File: config.mk
export PLATFORM = sky130hd
export DESIGN_NAME = lector_sietesegmentos
export DESIGN_NICKNAME = d
export VERILOG_FILES = /design/src/rtl/lector_pkg.sv /design/src/rtl/sietesegmentos_inv.sv /design/src/rtl/lector_sietesegmentos.sv
export SDC_FILE = /design/constraint.sdc
export NUM_CORES = 1
export LEC_CHECK = 0
export CORE_MARGIN = 2
export CORE_UTILIZATION = 45
export CTS_CLUSTER_SIZE = 30
export DETAILED_ROUTE_END_ITERATION = 8
export DONT_BUFFER_PORTS = 1
export GPL_TIMING_DRIVEN = 0
export PLACE_DENSITY = 0.59
export SYNTH_ARGS = -nofsm -noshare
export SYNTH_HDL_FRONTEND = slang
export SYNTH_HIERARCHICAL = 1
export SYNTH_SLANG_ARGS = --single-unit
File: constraint.sdc
create_clock -name clk -period 2.7 [get_ports clk]
set_input_delay 0.54 -clock clk [delete_from_list [all_inputs] [get_ports clk]]
set_output_delay 0.54 -clock clk [all_outputs]
set_load 0.05 [all_outputs]
File: src/rtl/lector_pkg.sv
// Shared constants for the seven-segment reader: segment patterns, digit count,
// default dwell length and small anode helpers.
package lector_pkg;

  localparam int unsigned NDIG              = 4;
  localparam int unsigned DEF_STABLE_CYCLES = 4;

  // Active-low segment patterns, MSB = segment a ... LSB = segment g.
  localparam logic [6:0] SEG_0 = 7'b0000001;
  localparam logic [6:0] SEG_1 = 7'b1001111;
  localparam logic [6:0] SEG_2 = 7'b0010010;
  localparam logic [6:0] SEG_3 = 7'b0000110;
  localparam logic [6:0] SEG_4 = 7'b1001100;
  localparam logic [6:0] SEG_5 = 7'b0100100;
  localparam logic [6:0] SEG_6 = 7'b0100000;
  localparam logic [6:0] SEG_7 = 7'b0001111;
  localparam logic [6:0] SEG_8 = 7'b0000000;
  localparam logic [6:0] SEG_9 = 7'b0000100;
  localparam logic [6:0] SEG_A = 7'b0001000;
  localparam logic [6:0] SEG_B = 7'b1100000;
  localparam logic [6:0] SEG_C = 7'b0110001;
  localparam logic [6:0] SEG_D = 7'b1000010;
  localparam logic [6:0] SEG_E = 7'b0110000;
  localparam logic [6:0] SEG_F = 7'b0111000;

  // True when exactly one anode line is driven low.
  function automatic logic an_onehot_low(input logic [NDIG-1:0] a);
    return $onehot(~a);
  endfunction

  // Index of the low anode line; only meaningful when an_onehot_low() holds.
  function automatic logic [1:0] digit_index(input logic [NDIG-1:0] a);
    logic [1:0] idx;
    idx = '0;
    for (int i = 0; i < NDIG; i++) begin
      if (!a[i]) idx = 2'(i);
    end
    return idx;
  endfunction

endpackage

File: src/rtl/sietesegmentos_inv.sv
// Inverse seven-segment decoder: active-low segment pattern -> hex nibble.
// hit_o is low for any pattern outside the sixteen hex glyphs.
module sietesegmentos_inv
  import lector_pkg::*;
(
  input  logic [6:0] seg_i,
  output logic       hit_o,
  output logic [3:0] nibble_o
);

  // Pattern lookup; unknown glyphs fall to the default with hit_o low.
  always_comb begin
    hit_o    = 1'b1;
    nibble_o = 4'h0;
    case (seg_i)
      SEG_0:   nibble_o = 4'h0;
      SEG_1:   nibble_o = 4'h1;
      SEG_2:   nibble_o = 4'h2;
      SEG_3:   nibble_o = 4'h3;
      SEG_4:   nibble_o = 4'h4;
      SEG_5:   nibble_o = 4'h5;
      SEG_6:   nibble_o = 4'h6;
      SEG_7:   nibble_o = 4'h7;
      SEG_8:   nibble_o = 4'h8;
      SEG_9:   nibble_o = 4'h9;
      SEG_A:   nibble_o = 4'hA;
      SEG_B:   nibble_o = 4'hB;
      SEG_C:   nibble_o = 4'hC;
      SEG_D:   nibble_o = 4'hD;
      SEG_E:   nibble_o = 4'hE;
      SEG_F:   nibble_o = 4'hF;
      default: hit_o    = 1'b0;
    endcase
  end

endmodule

File: src/rtl/lector_sietesegmentos.sv
// Seven-segment display reader: watches a multiplexed active-low display bus and
// recovers the hex value shown on each digit once its pattern has dwelt for
// STABLE_CYCLES samples.
// Build option: define LECTOR_SYNC_EN to put a 2-flop synchronizer in front of
// the sampler (latency E+STABLE_CYCLES+3); undefined, the pins feed the sampler
// directly (latency E+STABLE_CYCLES+1).
module lector_sietesegmentos
  import lector_pkg::*;
#(
  parameter int unsigned STABLE_CYCLES = DEF_STABLE_CYCLES
) (
  input  logic                 clk,
  input  logic                 rst,
  input  logic [0:6]           SSeg,
  input  logic [NDIG-1:0]      an,
  input  logic                 err_clr,
  output logic [4*NDIG-1:0]    digits,
  output logic [NDIG-1:0]      valid,
  output logic                 frame_done,
  output logic                 err
);

  localparam logic [3:0] StableMax = 4'(STABLE_CYCLES);
  localparam logic [3:0] StablePre = 4'(STABLE_CYCLES - 1);

  // {an, segments a..g}; segment a lands on bit 6.
  logic [10:0] pins;
  logic [10:0] sample;
  logic [10:0] prev_q;
  assign pins = {an, SSeg};

`ifdef LECTOR_SYNC_EN
  logic [10:0] sync1_q, sync2_q;

  // Two-flop synchronizer for the asynchronous display bus.
  always_ff @(posedge clk or negedge rst) begin
    if (!rst) begin
      sync1_q <= '0;
      sync2_q <= '0;
    end else begin
      sync1_q <= pins;
      sync2_q <= sync1_q;
    end
  end
  assign sample = sync2_q;
`else
  assign sample = pins;
`endif

  logic [3:0] cnt_q, cnt_d;
  logic       cap_q, cap_d;
  logic       sample_ok;

  assign sample_ok = an_onehot_low(sample[10:7]);

  // Dwell counter: restarts on any change or on a blank/multi-select anode
  // pattern; capture fires only on the S-1 -> S step, so once per dwell.
  always_comb begin
    cnt_d = '0;
    cap_d = 1'b0;
    if (sample_ok && (sample == prev_q)) begin
      cap_d = (cnt_q == StablePre);
      cnt_d = (cnt_q == StableMax) ? cnt_q : cnt_q + 4'd1;
    end
  end

  // Previous sample, dwell count and capture strobe.
  always_ff @(posedge clk or negedge rst) begin
    if (!rst) begin
      prev_q <= '0;
      cnt_q  <= '0;
      cap_q  <= 1'b0;
    end else begin
      prev_q <= sample;
      cnt_q  <= cnt_d;
      cap_q  <= cap_d;
    end
  end

  // prev_q still holds the dwelt pattern in the cycle cap_q is high.
  logic       hit;
  logic [3:0] nibble;
  logic [1:0] idx;

  sietesegmentos_inv u_inv (
    .seg_i    (prev_q[6:0]),
    .hit_o    (hit),
    .nibble_o (nibble)
  );

  assign idx = digit_index(prev_q[10:7]);

  logic [4*NDIG-1:0] digits_q, digits_d;
  logic [NDIG-1:0]   valid_q, valid_d;
  logic              frame_q, frame_d;
  logic              err_q, err_d;

  // Result update on a capture; err_clr overrides a same-cycle error set.
  always_comb begin
    digits_d = digits_q;
    valid_d  = valid_q;
    err_d    = err_q;
    frame_d  = 1'b0;
    if (cap_q) begin
      if (hit) begin
        digits_d[{idx, 2'b00} +: 4] = nibble;
        valid_d[idx]                = 1'b1;
        frame_d                     = (idx == 2'(NDIG - 1)) && (&valid_d);
      end else begin
        err_d = 1'b1;
      end
    end
    if (err_clr) err_d = 1'b0;
  end

  // Output registers.
  always_ff @(posedge clk or negedge rst) begin
    if (!rst) begin
      digits_q <= '0;
      valid_q  <= '0;
      frame_q  <= 1'b0;
      err_q    <= 1'b0;
    end else begin
      digits_q <= digits_d;
      valid_q  <= valid_d;
      frame_q  <= frame_d;
      err_q    <= err_d;
    end
  end

  assign digits     = digits_q;
  assign valid      = valid_q;
  assign frame_done = frame_q;
  assign err        = err_q;

endmodule

# Word level (Yosys, flattened, before mapping)

Index checks and enable logic that the tools add are counted.

Register bits after elaboration: 38
Logic and storage cells: 65

$add $sub $neg: 5
Order comparisons: 2
Equality and inequality tests: 22
Shift operators: 2
Mux-type cells: 16
Bitwise operators: 2
Reductions and logical operators: 9

Operators with widths:

| operator                                                               | number |
|---|---|
| 4-bit case mux with 15 select lines                                    | 1 |
| 7-bit by 6-bit equality test with 1-bit output, second input constant  | 5 |
| 7-bit equality test, second input constant                             | 4 |
| 16-bit bitwise mux                                                     | 1 |
| 16-bit OR reduction                                                    | 1 |
| 4-bit by 6-bit variable shift with 16-bit output, first input constant | 1 |
| 4-bit by 6-bit indexed part select with 16-bit output                  | 1 |
| 7-bit by 3-bit equality test with 1-bit output, second input constant  | 2 |
| 7-bit by 4-bit equality test with 1-bit output, second input constant  | 2 |
| 11-bit equality test                                                   | 1 |
| 1-bit two-way mux                                                      | 9 |
| 4-bit two-way mux                                                      | 2 |
| 7-bit by 1-bit equality test with 1-bit output, second input constant  | 1 |
| 7-bit by 5-bit equality test with 1-bit output, second input constant  | 1 |
| 7-bit logical NOT                                                      | 1 |
| 4-bit negator with 6-bit output                                        | 1 |
| 1-bit by 1-bit adder with 2-bit output                                 | 2 |
| 4-bit by 1-bit adder with 4-bit output, second input constant          | 1 |
| 4-bit by 2-bit equality test with 1-bit output, second input constant  | 1 |
| 4-bit by 3-bit equality test with 1-bit output, second input constant  | 1 |
| 2-bit two-way mux                                                      | 2 |
| 2-bit inequality test, second input constant                           | 2 |
| 4-bit inverter                                                         | 1 |
| 4-bit bitwise OR                                                       | 1 |
| other kinds (10)                                                       | 13 |

# Logic depth before layout (Yosys ltp)

Gate-level depths: netlist of the first run.

Depth after elaboration: 12
Depth in mapped cells: 9

# Hierarchy

The synthesis of the first run kept the hierarchy.

By module, submodules not included:

| module                | instances | cells each | area an instance (sq um) |
|---|---|---|---|
| lector_sietesegmentos | 1         | 111        | 1,559.0 |
| sietesegmentos_inv    | 1         | 53         | 357.8 |

# Least setup slack after synthesis of the first run

No wires, ideal clock.

Path kind: input to register
From: input an[0]
To: register cap_q
Setup time: 0.101 ns
Arrival: 2.154 ns
Slack: 0.445 ns
Stages: 7
Buffers on the path: 0
Path through: fa_1 inv_1 ha_1 ha_1 nor3b_1 nand4_1 nor4_1

Word-level cells in the longest chain between the ends: 6

Ends and longest elaborated chain:

| item                                                         | RTL line                    | RTL |
|---|---|---|
| start, declared                                              | lector_sietesegmentos.sv:15 | `input logic [NDIG-1:0] an,` |
| 4-bit inverter                                               | lector_pkg.sv:28            | `return $onehot(~a);` |
| 1-bit by 1-bit adder with 2-bit output (implied by the code) | lector_pkg.sv:28            |  |
| 2-bit by 2-bit adder with 3-bit output (implied by the code) | lector_pkg.sv:28            |  |
| 3-bit by 1-bit equality test with 1-bit output               | lector_pkg.sv:28            |  |
| 1-bit logical AND (*)                                        | lector_sietesegmentos.sv:61 | `if (sample_ok && (sample == prev_q)) begin` |
| 1-bit two-way mux (*)                                        | lector_sietesegmentos.sv:61 |  |
| net cap_d                                                    | lector_sietesegmentos.sv:51 | `logic cap_q, cap_d;` |
| end signal, assigned                                         | lector_sietesegmentos.sv:76 | `cap_q <= cap_d;` |
| end, declared                                                | lector_sietesegmentos.sv:51 |  |

Mark *: on every way through the listed nets, which the timed path passes. The rest lies on a longest branch.
A chain may end at the register's enable or synchronous reset.

# Worst setup path after layout of the first run

From: register prev_q[0]
To: register digits_q[5] (netlist: digits[5])

Word-level cells in the longest chain between the ends: 4

Ends and longest elaborated chain:

| item                                                                   | RTL line                     | RTL |
|---|---|---|
| start, declared                                                        | lector_sietesegmentos.sv:29  | `logic [10:0] prev_q;` |
| start signal, assigned                                                 | lector_sietesegmentos.sv:74  | `prev_q <= sample;` |
| 7-bit by 1-bit equality test with 1-bit output (tied with other cells) | sietesegmentos_inv.sv:15     | `case (seg_i)` |
| 16-bit OR reduction (no line) (*)                                      | n/a                          |  |
| 1-bit two-way mux (*)                                                  | sietesegmentos_inv.sv:15     |  |
| net hit                                                                | lector_sietesegmentos.sv:81  | `logic hit;` |
| 2-bit AND reduction (no line) (*)                                      | n/a                          |  |
| end signal, assigned                                                   | lector_sietesegmentos.sv:124 | `digits_q <= digits_d;` |
| end, declared                                                          | lector_sietesegmentos.sv:93  | `logic [4*NDIG-1:0] digits_q, digits_d;` |

Marks and branches as above.

==> impl_metrics.csv, run 1 <==
group,metric,value,unit
hold_path,hold_class,"primary input to async pin",
timing,worstMarginPinSlew,0.500,ns
detailed_routing,ant_nets,0,
logic_synthesis,synthFlopType,"dfrtp_1",
die,ios,36,
logic_synthesis,ys_ff_latch,38,
run,max-cap-violations,0,
layout,final_common_cell,"dfrtp_1",
layout,fillers,353,
logic_synthesis,synth_async_sr_flop_share,100,%
place,io_buffers,0,
detailed_routing,first_iter_violations,54,
timing,rsz0062_at_grt,"no",
clock_network,cts_tree,"yes",
pwr,power_density,590,nW/um^2
layout,mostFrequentLayoutCells,"38 x dfrtp_1, 14 x xnor2_1, 12 x mux2_2, 8 x inv_1, 8 x nor4_1",
pwr,p_leak,0.972,nW
worst_setup_path,critical_path_required,2.87,ns
die,die_h,69.3,um
logic_synthesis,ys_seq_area_share,49.6,%
die,core_area,4060,sq um
timing,fmax,404,MHz
global_route,gr-usage-all-layers,16.4,%
detailed_routing,avgRoutedWirePerCell,16.6,um
layout,layout.cells.non_filler,223,
clock_network,post_cts_resized,0,
detailed_routing,totalWireLength,3.71,mm
clock_network,cts_buffers,5,
clock_network,clkTransAtPathRegs,0.07,ns
timing,clock_skew,0.00582,ns
global_route,overflow,0,
timing,finalCriticalPeriod,2.48,ns
clock_network,cts.sink_count,38,
global_route,grt_first_pass_wirelength,6.43,mm
timing,worst_slack,0.224,ns
run_status,status,"finished, final reports clean",
logic_synthesis,avgSynthCellArea,11.7,sq um
clock_network,clockRootBuffer,"clkbuf_8",
logic_synthesis,synth_warnings,6,
worst_setup_path,crit_type,"flip-flop to flip-flop",
die,die_area,4800,sq um
timing,hold_violations,0,
clock_network,h-tree-depth,2,
place,hpwl,2.74,mm
timing,finalCritPeriodShare,91.7,%
detailed_routing,via_per_inst,5.69,
timing,maxSlewViolCount,0,
place,pre_cts_slack,0.193,ns
place,post-place-cells,214,
die,row_count,23,
place,gp_congestion,0.815,
timing,tns,0,ns
timing,setup_viol,0,
clock_network,clkLatencyLatePin,0.28,ns
layout,final_area,2140,sq um
clock_network,ctsHoldBuffers,1,
worst_setup_path,critPathMaxFanout,9,
logic_synthesis,postSynthNetCount,183,
clock_network,ctsLongestPathBuffers,2,
clock_network,post_cts_buffers,0,
layout,antenna_cells,0,
detailed_routing,drcViolationCount,0,
layout,final_util,52.8,%
pwr,ir_drop,0.425,mV
logic_synthesis,netlist_area,1920,sq um
layout,drive_above_1_share,20.8,%
global_route,grt_pass1_vias,1305,
detailed_routing,dr.pass1.iters,4,
die,start_util,47.2,%
global_route,antenna_found_initial,0,
logic_synthesis,synth_edf_count,0,
pwr,fin_total_pwr,1.26,mW
die,die_width,69.3,um
logic_synthesis,synthCells,164,
layout,nets,191,
worst_setup_path,end_kind,"flip-flop",
timing,hold_ws,0.0899,ns
worst_setup_path,cp-start-kind,"flip-flop",
worst_setup_path,cp.arrival,2.64,ns
global_route,grt_max_degree,39,
place,placed_area,1980,sq um
detailed_routing,vias,1269,
layout,area_delta_synth_final,11.7,%
timing,slew_headroom,66.6,%
logic_synthesis,synth.distinct_cells,43,
worst paths after layout:
| check | startpoint | endpoint | slack, ns | depth (start not counted) |
|---|---|---|---|---|
| worst max-delay path | prev_q[0]$_DFF_PN0_ | digits[5]$_DFFE_PN0P_ | 0.22 | 9 |
| worst min-delay path | rst | digits[10]$_DFFE_PN0P_ | 0.09 | 1 |
| worst max register to register | prev_q[0]$_DFF_PN0_ | digits[5]$_DFFE_PN0P_ | 0.22 | 9 |
| worst min register to register | cap_q$_DFF_PN0_ | err$_DFFE_PN0P_ | 0.56 | 2 |
| max in group asynchronous | rst | prev_q[4]$_DFF_PN0_ | 2.43 | 1 |
| min in group clk | an[0] | prev_q[7]$_DFF_PN0_ | 0.28 | 0 |
critical path, cell delays in order (launching register included):
cell      delay (ns)
dfrtp_1         0.39
clkbuf_1        0.22
nor4b_1         0.44
a22oi_1         0.19
and2_1          0.20
nand4_1         0.13
and3_4          0.21
and3b_1         0.16
buf_6           0.13
mux2_4          0.30
flip-flops by register name (all words and copies together), names as in the netlist:
name / cells
cap_q: 1
frame_done: 1
cnt_q: 4
digits: 16
valid: 4
err: 1
prev_q: 11
metal layers:
| metal | vias up | track usage [%] | wire [um] |
|---|---|---|---|
| li1 | 601 | - | - |
| met1 | 619 | 22.0 | 1620 |
| met2 | 45 | 26.1 | 1800 |
| met3 | 4 | 5.52 | 260 |
| met4 | 0 | 3.27 | 21 |
| met5 | - | 0 | 0 |
final cells by class:
cell class	instances	area [sq um]	area share [%]
buffer	8	43.8	2.04
clock buffer	6	82.6	3.86
clock inverter	2	60.1	2.80
inverter	8	30.0	1.40
multi-input combinational	110	892	41.6
sequential	38	951	44.4
tap	50	62.6	2.92
timing repair buffer	1	20.0	0.935
synth_stat cells, types with 2 or more instances:
cell	number	area share [%]
mux2_4	4	3.1
nor3b_1	4	1.6
nand2b_1	5	1.6
nor2b_1	3	0.98
ha_1	4	2.6
xnor2_1	14	6.4
nand4_1	6	2.0
or2_2	2	0.65
a211oi_1	2	0.78
clkbuf_1	2	0.39
a21oi_1	2	0.52
buf_2	5	1.3
mux2i_1	2	1.0
nor2_1	5	0.98
and3b_1	2	0.91
inv_1	8	1.6
nand3_1	4	1.0
nor4b_1	2	0.91
nand3b_1	3	1.2
nor4_1	8	2.6
mux2_2	12	7.0
nand2_1	7	1.4
dfrtp_1	38	50
kinds of logic after synthesis:
family / synth area share, %
compound gates: 6.66
xor+xnor: 6.85
fa+ha+maj: 3.66
buf+inv: 3.85
flops: 49.6
mux: 11.2
simple gates: 18.1
report_power, final:
| part | switching, mW | internal (mW) | total (mW) |
|---|---|---|---|
| registers | 0.0104 | 0.577 | 0.588 |
| clock network | 0.190 | 0.394 | 0.584 |
| logic | 0.0525 | 0.0389 | 0.0914 |
(Power assumes the default switching activity.)
==> run 2: changes to the inputs <==
Settings changed: ABC_AREA from default to 1, PLACE_DENSITY 0.59 to default.
==> run 2 against run 1 <==
  * Power fell by 0.62%
  * Largest power group unchanged
  * Synthesized cell count rose by 52%
  * Global-route usage decreased by 0.18 points
  * Die area up 3.4%
  * Worst hold slack got worse by 0.014 ns
  * First-iteration DRC count increased by 20%
  * Sequential share of layout area fell by 1.3 points
  * Sequential power barely moved
  * Cell count grew 39%
  * Routed wire length shrank 3.5%
  * Clock power is 0.9% lower
==> impl_metrics.csv, run 2 <==
group,metric,value,unit
logic_synthesis,synth_edf_count,0,
run_status,status,"finished, final reports clean",
worst_setup_path,critical_path_required,2.92,ns
die,ios,36,
clock_network,cts_tree,"yes",
detailed_routing,avgRoutedWirePerCell,11.5,um
timing,hold_violations,0,
run,max-cap-violations,0,
clock_network,ctsLongestPathBuffers,2,
global_route,gr-usage-all-layers,16.2,%
layout,drive_above_1_share,12.0,%
worst_setup_path,r2r_end,"frame_done$_DFF_PN0_",
timing,maxSlewViolCount,0,
timing,finalCriticalPeriod,1.95,ns
die,die_h,70.4,um
worst_setup_path,end_kind,"flip-flop",
pwr,power_density,569,nW/um^2
timing,fmax,512,MHz
logic_synthesis,yosys-top-cells-count,"60 x nand2_1, 49 x nor2_1, 38 x dfrtp_1, 33 x inv_1, 10 x o21ai_1",
logic_synthesis,synth_async_sr_flop_share,100,%
clock_network,h-tree-depth,2,
clock_network,cts_buffers,5,
worst_setup_path,startpoint,"an[0]",
global_route,grt_max_degree,39,
pwr,ir_drop,0.307,mV
worst_setup_path,crit_type,"primary input to flip-flop",
timing,tns,0,ns
timing,worstMarginPinSlew,0.527,ns
clock_network,clkTransAtPathRegs,0.08,ns
worst_setup_path,critPathMaxFanout,5,
detailed_routing,totalWireLength,3.58,mm
clock_network,cts.sink_count,38,
timing,rsz0062_at_grt,"no",
detailed_routing,drcViolationCount,0,
detailed_routing,vias,1464,
layout,largest_reg_flops,16,
timing,clock_skew,0.00691,ns
detailed_routing,via_per_inst,4.71,
die,die_area,4960,sq um
worst_setup_path,cp.arrival,2.18,ns
logic_synthesis,synth_top_cell_by_area,"dfrtp_1",
layout,mostFrequentLayoutCells,"60 x nand2_1, 49 x nor2_1, 38 x dfrtp_1, 33 x inv_1, 10 x o21ai_1",
layout,antenna_cells,0,
worst_setup_path,r2r-start,"prev_q[0]$_DFF_PN0_",
logic_synthesis,ys_ff_latch,38,
worst_setup_path,rrSetupSlack,0.76,ns
timing,hold_ws,0.0761,ns
timing,finalCritPeriodShare,72.3,%
worst_setup_path,ff2ff_path_depth,11,
global_route,antenna_found_initial,0,
layout,nets,277,
layout,final_area,2210,sq um
global_route,grt_pass1_vias,1347,
die,row_count,24,
detailed_routing,dr.pass1.iters,4,
detailed_routing,first_iter_violations,65,
place,hpwl,2.70,mm
worst_setup_path,cp-start-kind,"primary input",
logic_synthesis,postSynthNetCount,269,
layout,final_common_cell,"nand2_1",
logic_synthesis,synth_area_leaders,"dfrtp_1 48%, nand2_1 11%, nor2_1 9.3%",
logic_synthesis,netlist_area,1990,sq um
timing,slew_headroom,64.8,%
timing,setup_viol,0,
layout,fillers,425,
pwr,p_leak,1.07,nW
clock_network,post_cts_resized,0,
place,io_buffers,0,
die,core_area,4290,sq um
logic_synthesis,synth_warnings,6,
logic_synthesis,synth_most_common_cell,"nand2_1",
logic_synthesis,synth.distinct_cells,28,
global_route,grt_first_pass_wirelength,6.26,mm
place,gp_congestion,0.846,
place,placed_area,2050,sq um
logic_synthesis,synthCells,250,
logic_synthesis,avgSynthCellArea,7.94,sq um
hold_path,hold_class,"primary input to async pin",
logic_synthesis,synthFlopType,"dfrtp_1",
layout,area_delta_synth_final,11.2,%
die,start_util,46.2,%
clock_network,clkLatencyLatePin,0.29,ns
global_route,overflow,0,
logic_synthesis,yosys.area.top_type_share,47.9,%
detailed_routing,ant_nets,0,
clock_network,clockRootBuffer,"clkbuf_8",
die,die_width,70.4,um
logic_synthesis,ys_seq_area_share,47.9,%
## run 2: logic make-up (layout without fill, tap and decap cells)
group	after synthesis	count (layout)	share of synthesized area, %
muxes	1	1	0.504
buffers and inverters	36	45	7.06
and+or+nand+nor	140	140	31.2
adders and majority gates	5	5	3.53
AOI/OAI and AO/OA	22	22	6.30
DFF	38	38	47.9
xor gates and xnor gates	8	8	3.53
## run 2: power breakdown
part / switching, mW / internal [mW]
combinational: 0.0524 / 0.0336
sequential: 0.0136 / 0.577
clock: 0.209 / 0.370
total: 0.275 / 0.981
## run 2: cell type report
cell class / instances / area, sq um / area share [%]
clock buffers: 5 / 68.8 / 3.12
clock inverters: 3 / 68.8 / 3.12
inverters: 36 / 140 / 6.35
multi-input cells: 176 / 895 / 40.5
flip-flops and latches: 38 / 951 / 43.1
well taps: 52 / 65.1 / 2.95
repair buffers: 1 / 20.0 / 0.907
## run 2: how the worst max path moves through the flow
stage / end / slack [ns]
after floorplan: cap_q$_DFF_PN0_ / 0.54
after global placement: cnt_q[1]$_DFFE_PN0P_ / 0.43
after detailed placement: cnt_q[2]$_DFFE_PN0P_ / 0.41
after CTS: frame_done$_DFF_PN0_ / 0.72
after global routing: frame_done$_DFF_PN0_ / 0.53
final: cnt_q[1]$_DFFE_PN0P_ / 0.75
## run 2: per-stage QoR
step	total power [mW]	instances	utilization, %	setup slack, ns
global placement	0.674	302	47.8	0.432
CTS	1.28	311	51.4	0.716
floorplan	0.663	250	-	0.537
global route	1.31	311	51.4	0.534
detailed placement	0.675	302	47.8	0.407
finish	1.26	311	51.4	0.747
## run 2: critical path: stages
cell and delay [ns]:
fa_1 0.52, inv_1 0.04, ha_1 0.17, ha_1 0.30
nor3_4 0.18, nand2_1 0.07, nor2_2 0.11, nand3_2 0.13
nor2_1 0.11
## run 2: per-layer routing
layer  global-route usage, %  wire length, um  up-vias
met1                    22.0             1720      632
met5                       0                0        -
li1                        -                -      783
met2                    23.5             1550       44
met4                    7.05               64        0
met3                    5.48              238        5
## run 2: timing repair
action / CTS / global route
endpoints found under the hold margin: 38 / 0
setup buffers: 0 / 0
hold buffers: 1 / 0
